File: src/rtl/load_store_unit_pkg.sv
// rtl/load_store_unit_pkg.sv - shared types and funct3 width codes for the load/store unit
package load_store_unit_pkg;

   typedef logic [31:0] addr_t;
   typedef logic [31:0] data_t;
   typedef logic [3:0]  byte_en_t;

   typedef enum logic [1:0] {
      S_IDLE = 2'd0,
      S_REQ  = 2'd1,
      S_RESP = 2'd2,
      S_DONE = 2'd3
   } lsu_state_t;

   localparam logic [2:0] F3_B  = 3'b000;
   localparam logic [2:0] F3_H  = 3'b001;
   localparam logic [2:0] F3_W  = 3'b010;
   localparam logic [2:0] F3_BU = 3'b100;
   localparam logic [2:0] F3_HU = 3'b101;

endpackage

File: src/rtl/lsu_align.sv
// rtl/lsu_align.sv - combinational store lane steering and load extraction/extension
module lsu_align
   import load_store_unit_pkg::*;
(
   input  logic [2:0] st_funct3,
   input  logic [1:0] st_offset,
   input  data_t      st_data,
   output byte_en_t   st_be,
   output data_t      st_wdata,
   input  logic [2:0] ld_funct3,
   input  logic [1:0] ld_offset,
   input  data_t      ld_rdata,
   output data_t      ld_data
);

   function automatic logic [35:0] store_lanes(input logic [2:0] f3, input logic [1:0] off,
                                               input data_t d);
      byte_en_t be;
      data_t    wd;
      case (f3)
         F3_B:    begin be = 4'b0001 << off; wd = {4{d[7:0]}};  end
         F3_H:    begin be = 4'b0011 << off; wd = {2{d[15:0]}}; end
         F3_W:    begin be = 4'b1111;        wd = d;            end
         default: begin be = 4'b0000;        wd = '0;           end
      endcase
      return {be, wd};
   endfunction

   function automatic data_t load_extend(input logic [2:0] f3, input logic [1:0] off,
                                         input data_t d);
      logic [7:0]  b;
      logic [15:0] h;
      b = d[{off, 3'b000} +: 8];
      h = off[1] ? d[31:16] : d[15:0];
      case (f3)
         F3_B:    return {{24{b[7]}}, b};
         F3_BU:   return {24'd0, b};
         F3_H:    return {{16{h[15]}}, h};
         F3_HU:   return {16'd0, h};
         F3_W:    return d;
         default: return '0;
      endcase
   endfunction

   assign {st_be, st_wdata} = store_lanes(st_funct3, st_offset, st_data);
   assign ld_data           = load_extend(ld_funct3, ld_offset, ld_rdata);

endmodule

File: src/rtl/load_store_unit.sv
// rtl/load_store_unit.sv - multicycle load/store stage driving a req/ack data-memory port
module load_store_unit
   import load_store_unit_pkg::*;
#(
   parameter int TIMEOUT = 255
) (
   input  logic        clk,
   input  logic        reset,
   input  logic        start,
   input  logic        is_store,
   input  logic [2:0]  funct3,
   input  logic [31:0] addr,
   input  logic [31:0] store_data,
   output logic        busy,
   output logic        done,
   output logic        misaligned,
   output logic        illegal,
   output logic        bus_error,
   output logic [31:0] load_data,
   output logic        mem_req,
   output logic        mem_we,
   output logic [31:0] mem_addr,
   output logic [31:0] mem_wdata,
   output logic [3:0]  mem_be,
   input  logic [31:0] mem_rdata,
   input  logic        mem_ack
);

   localparam int CW = (TIMEOUT < 2) ? 1 : $clog2(TIMEOUT);

   lsu_state_t    state;
   logic          st_q;
   logic [2:0]    f3_q;
   logic [1:0]    off_q;
   data_t         rdata_q;
   logic          err_ill;
   logic          err_mis;
   logic [CW-1:0] wait_cnt;
   logic          f3_legal;
   logic          f3_mis;
   byte_en_t      st_be;
   data_t         st_wdata;
   data_t         ld_ext;

   lsu_align u_align (
      .st_funct3 (funct3),
      .st_offset (addr[1:0]),
      .st_data   (store_data),
      .st_be     (st_be),
      .st_wdata  (st_wdata),
      .ld_funct3 (f3_q),
      .ld_offset (off_q),
      .ld_rdata  (mem_rdata),
      .ld_data   (ld_ext)
   );

   always_comb begin
      f3_legal = is_store ? (funct3 inside {F3_B, F3_H, F3_W})
                          : (funct3 inside {F3_B, F3_H, F3_W, F3_BU, F3_HU});
      f3_mis   = ((funct3 == F3_H || funct3 == F3_HU) && addr[0]) ||
                 (funct3 == F3_W && addr[1:0] != 2'b00);
   end

   // Rejected accesses pass through RESP so their done lands one cycle after RESP like any other
   always_ff @(posedge clk or negedge reset) begin
      if (!reset) begin
         state      <= S_IDLE;
         st_q       <= 1'b0;
         f3_q       <= '0;
         off_q      <= '0;
         rdata_q    <= '0;
         err_ill    <= 1'b0;
         err_mis    <= 1'b0;
         wait_cnt   <= '0;
         busy       <= 1'b0;
         done       <= 1'b0;
         misaligned <= 1'b0;
         illegal    <= 1'b0;
         bus_error  <= 1'b0;
         load_data  <= '0;
         mem_req    <= 1'b0;
         mem_we     <= 1'b0;
         mem_addr   <= '0;
         mem_wdata  <= '0;
         mem_be     <= '0;
      end else begin
         case (state)
            S_IDLE: if (start) begin
               st_q     <= is_store;
               f3_q     <= funct3;
               off_q    <= addr[1:0];
               wait_cnt <= '0;
               busy     <= 1'b1;
               err_ill  <= !f3_legal;
               err_mis  <= f3_legal && f3_mis;
               if (!f3_legal || f3_mis) begin
                  state <= S_RESP;
               end else begin
                  state     <= S_REQ;
                  mem_req   <= 1'b1;
                  mem_we    <= is_store;
                  mem_addr  <= {addr[31:2], 2'b00};
                  mem_be    <= is_store ? st_be : 4'b1111;
                  mem_wdata <= is_store ? st_wdata : '0;
               end
            end
            S_REQ: begin
               if (mem_ack) begin
                  mem_req <= 1'b0;
                  rdata_q <= ld_ext;
                  state   <= S_RESP;
               end else if (TIMEOUT != 0 && wait_cnt == CW'(TIMEOUT - 1)) begin
                  mem_req   <= 1'b0;
                  bus_error <= 1'b1;
                  done      <= 1'b1;
                  busy      <= 1'b0;
                  state     <= S_DONE;
               end else begin
                  wait_cnt <= wait_cnt + CW'(1);
               end
            end
            S_RESP: begin
               if (!st_q && !err_ill && !err_mis)
                  load_data <= rdata_q;
               illegal    <= err_ill;
               misaligned <= err_mis;
               done       <= 1'b1;
               busy       <= 1'b0;
               state      <= S_DONE;
            end
            S_DONE: begin
               done       <= 1'b0;
               illegal    <= 1'b0;
               misaligned <= 1'b0;
               bus_error  <= 1'b0;
               state      <= S_IDLE;
            end
            default: state <= S_IDLE;
         endcase
      end
   end

endmodule

File: config.mk
export PLATFORM = sky130hd
export DESIGN_NAME = load_store_unit
export DESIGN_NICKNAME = d
export VERILOG_FILES = /design/src/rtl/load_store_unit_pkg.sv /design/src/rtl/lsu_align.sv /design/src/rtl/load_store_unit.sv
export SDC_FILE = /design/constraint.sdc
export NUM_CORES = 1
export LEC_CHECK = 0
export BUFFER_PORTS_ARGS = -buffer_cell sky130_fd_sc_hd__clkbuf_2
export CORE_MARGIN = 1
export CORE_UTILIZATION = 52
export DETAILED_ROUTE_END_ITERATION = 8
export PLACE_DENSITY = 0.8
export SKIP_LAST_GASP = 1
export SLEW_MARGIN = 0
export SYNTH_ARGS = -nofsm -noshare
export SYNTH_HDL_FRONTEND = slang
export SYNTH_SLANG_ARGS = --single-unit
File: constraint.sdc
create_clock -name clk -period 2.67 [get_ports clk]
set_clock_uncertainty 0.1 [all_clocks]
set_input_delay 0.267 -clock clk [delete_from_list [all_inputs] [get_ports clk]]
set_output_delay 0.267 -clock clk [all_outputs]
set_load 0.05 [all_outputs]
==> results.sh <==
export IMPL_die_area_um2=14200
export IMPL_dp_hpwl_mm=12.9
export IMPL_drt_first_pass_iters=4
export IMPL_hp_class="in -> reg"
export IMPL_r2r_start="state[1]"
export IMPL_criticalPathCategory="reg -> reg"
export IMPL_rrSetupSlack_ns=0.30
export IMPL_grt_pass1_vias=5767
export IMPL_clk_pin_slew_ns=0.06
export IMPL_setup_violations=0
export IMPL_drive_gt1_frac=0.413
export IMPL_max_cap_violations=0
export IMPL_drc=0
export IMPL_cts_tree="done"
export IMPL_cts_resized=0
export IMPL_worstPathRequired_ns=2.93
export IMPL_avgSynthCellArea_um2=12.4
export IMPL_yosysWarnings=0
export IMPL_crit_top_cell="and2_1"
export IMPL_antennaDiodeCount=0
export IMPL_critPathBufInv=1
export IMPL_finalHoldViolCount=0
export IMPL_htree_num_levels=4
export IMPL_grt_first_pass_wirelength_mm=29.4
export IMPL_wl_per_cell_um=18.3
export IMPL_synth_edf_count=0
export IMPL_cts_buffer_depth=2
export IMPL_finalCriticalPeriod_ns=2.37
export IMPL_dieHeight_um=119
export IMPL_r2r_end="rdata_q[20]"
export IMPL_io_buffer_count=208
export IMPL_pin_count=211
export IMPL_std_cell_rows=42
export IMPL_worstSetupStartpointType="flip-flop"
export IMPL_die_w_um=119
export IMPL_first_iter_violations=449
export IMPL_rsz0062_at_grt="no"
export IMPL_peakVddDrop_uv=770
export IMPL_crit_fanout=17
export IMPL_arrival_ns=2.63
export IMPL_drv_slew=0
export IMPL_status="completed"
export IMPL_syn_to_final_growth_pct=30.2
export IMPL_ys_seq_area_frac=0.544
export IMPL_end_kind="flip-flop"
export IMPL_nets=928
export IMPL_fmaxAchievable_mhz=421
export IMPL_yosys_area_top_type="dfrtp_1"
export IMPL_yosys_area_top_type_share=0.544
export IMPL_clock_sinks=155
export IMPL_floorplan_initialDensity=0.536
export IMPL_max_stage_delay_ns=0.58
export IMPL_synth_seq_cells=155
export IMPL_root_buffer="clkbuf_16"
export IMPL_cts_buffers=17
export IMPL_postRouteAntennaNets=0
export IMPL_track_usage=0.269
export IMPL_slew_limit_headroom=0.474
export IMPL_hold_buffers=38
export IMPL_whs_ns=0.0168
export IMPL_leakage_nw=4.63
export IMPL_synth_ff_type="dfrtp_1"
export IMPL_antenna_found_initial=0
export IMPL_drt_total_wl_mm=18.4
export IMPL_critPathTopFamily="simple AND/OR/NAND/NOR gates"
export IMPL_finalCritPeriodShare=0.889
export IMPL_core_um2=13300
export IMPL_worst_pin_slew_ns=0.788
export IMPL_viasPerCell=5.69
export IMPL_gp_congestion=0.917
export IMPL_grt_max_degree=66
export IMPL_r2r_cells=5
export IMPL_syn_area_um2=7130
export IMPL_whs_endpoint="mem_wdata[16]"
export IMPL_postSynthCellCount=576
export IMPL_async_flop_share=1.00
export IMPL_critical_path_depth=5
export IMPL_clock_latency_ns=0.42
export IMPL_cp_cell_sequence="inv_1, ha_1, and2_1, and2_1, a221o_1"
export IMPL_overflow=0
export IMPL_hp_start="store_data[16]"
export IMPL_ys_top_cells_by_area="dfrtp_1 (54%), mux2_2 (10%), a221o_1 (3.4%), mux2i_1 (2.8%), a22o_1 (2.5%)"
export IMPL_vias=5716
export IMPL_crit_path_top_delay_cell="and2_1"
export IMPL_post_cts_setup_buffers=0
export IMPL_holdPathStages=3
export IMPL_ys_types=65
export IMPL_setup_tns_ns=0
export IMPL_cellPowerDensity_nw_per_um2=1320
placed cells by master (no fill, tap or decap), types with 11 or more instances in the layout:
master / netlist / routed
a22o_1: 20 / 20
dlygate4sd3_1: 0 / 38
nor2_1: 31 / 31
a21oi_1: 31 / 31
mux2i_1: 20 / 20
a221o_1: 24 / 24
dfrtp_1: 155 / 155
a21o_1: 11 / 11
clkbuf_16: 0 / 17
nand2_1: 36 / 36
clkbuf_2: 0 / 207
buf_4: 4 / 14
nor2b_1: 14 / 14
mux2_2: 66 / 66
o21ai_0: 15 / 15
worst min-delay path: cells and delay by family:
kind	cells	cell delay [ns]
compound gates	2	0.16
buf+inv	1	0.08
worst max-delay path by stage:
stage	slack (ns)	endpoint	start
global placement	0.45	rdata_q[22]	state[1]
floorplan	0.55	load_data[0]	state[0]
global route	0.17	wait_cnt[1]	state[1]
CTS	0.32	wait_cnt[1]	state[1]
finish	0.30	rdata_q[20]	state[1]
detailed placement	0.34	wait_cnt[1]	state[1]
cell families after synthesis:
family	Yosys count	share of synthesized area
multiplexers	91	0.142
XOR/XNOR	3	0.00369
buffers and inverters	50	0.0399
flip-flops	155	0.544
adder cells (fa/ha/maj)	8	0.0140
other	1	0.000526
AND/OR/NAND/NOR	117	0.0841
AO/OA/AOI/OAI	151	0.172
power by group:
group / total [mW] / switching, mW / internal (mW)
combinational: 5.69 / 3.91 / 1.78
sequential: 4.01 / 0.679 / 3.33
clock: 2.51 / 0.941 / 1.57
total: 12.2 / 5.53 / 6.68
cell type report:
type,instances,area (um2)
Fill cell,934,4020
Sequential cell,155,3880
Multi-Input combinational cell,372,2970
Timing Repair Buffer,261,1550
Clock buffer,22,484
Tap cell,176,220
Clock inverter,10,136
Inverter,9,33.8
layer usage:
metal	share of wire	global-route usage	vias up
li1	-	-	2603
met1	0.41	0.331	2844
met2	0.50	0.452	228
met3	0.061	0.0656	41
met4	0.026	0.114	0
met5	0	0	-
stage by stage:
step / total power [mW] / setup WS (ns) / util / instance area [um2] / std cells
3_5_place_dp: 9.67 / 0.336 / 0.623 / 8280 / 935
2_1_floorplan: 8.22 / 0.546 / - / 7130 / 577
6_report: 12.2 / 0.296 / 0.698 / 9280 / 1005
3_3_place_gp: 9.49 / 0.447 / 0.623 / 8280 / 935
5_1_grt: 12.8 / 0.175 / 0.698 / 9280 / 1005
4_1_cts: 12.3 / 0.322 / 0.698 / 9280 / 1005
synth_stat cells, drive strengths merged, types with 3 or more instances:
cell     count
nor2        31
o22ai        4
dfrtp      155
inv          9
nand2       36
and2         5
and3         6
o21ai       15
buf         23
a21o        11
mux2        70
a211o        4
nor3b        3
nor3         3
a22o        20
a211oi       3
o2bb2ai     17
a21oi       32
clkbuf      18
a222oi       3
nand3        6
a221o       24
ha           8
mux2i       20
nor2b       14
sequential cells by signal (all words and copies together) (netlist names), 2 cells and up:
signal,flops
off_q,2
mem_wdata,32
mem_addr,30
rdata_q,32
load_data,32
wait_cnt,8
f3_q,3
state,2
mem_be,4
Note: power is estimated with default switching activity, not from simulation.
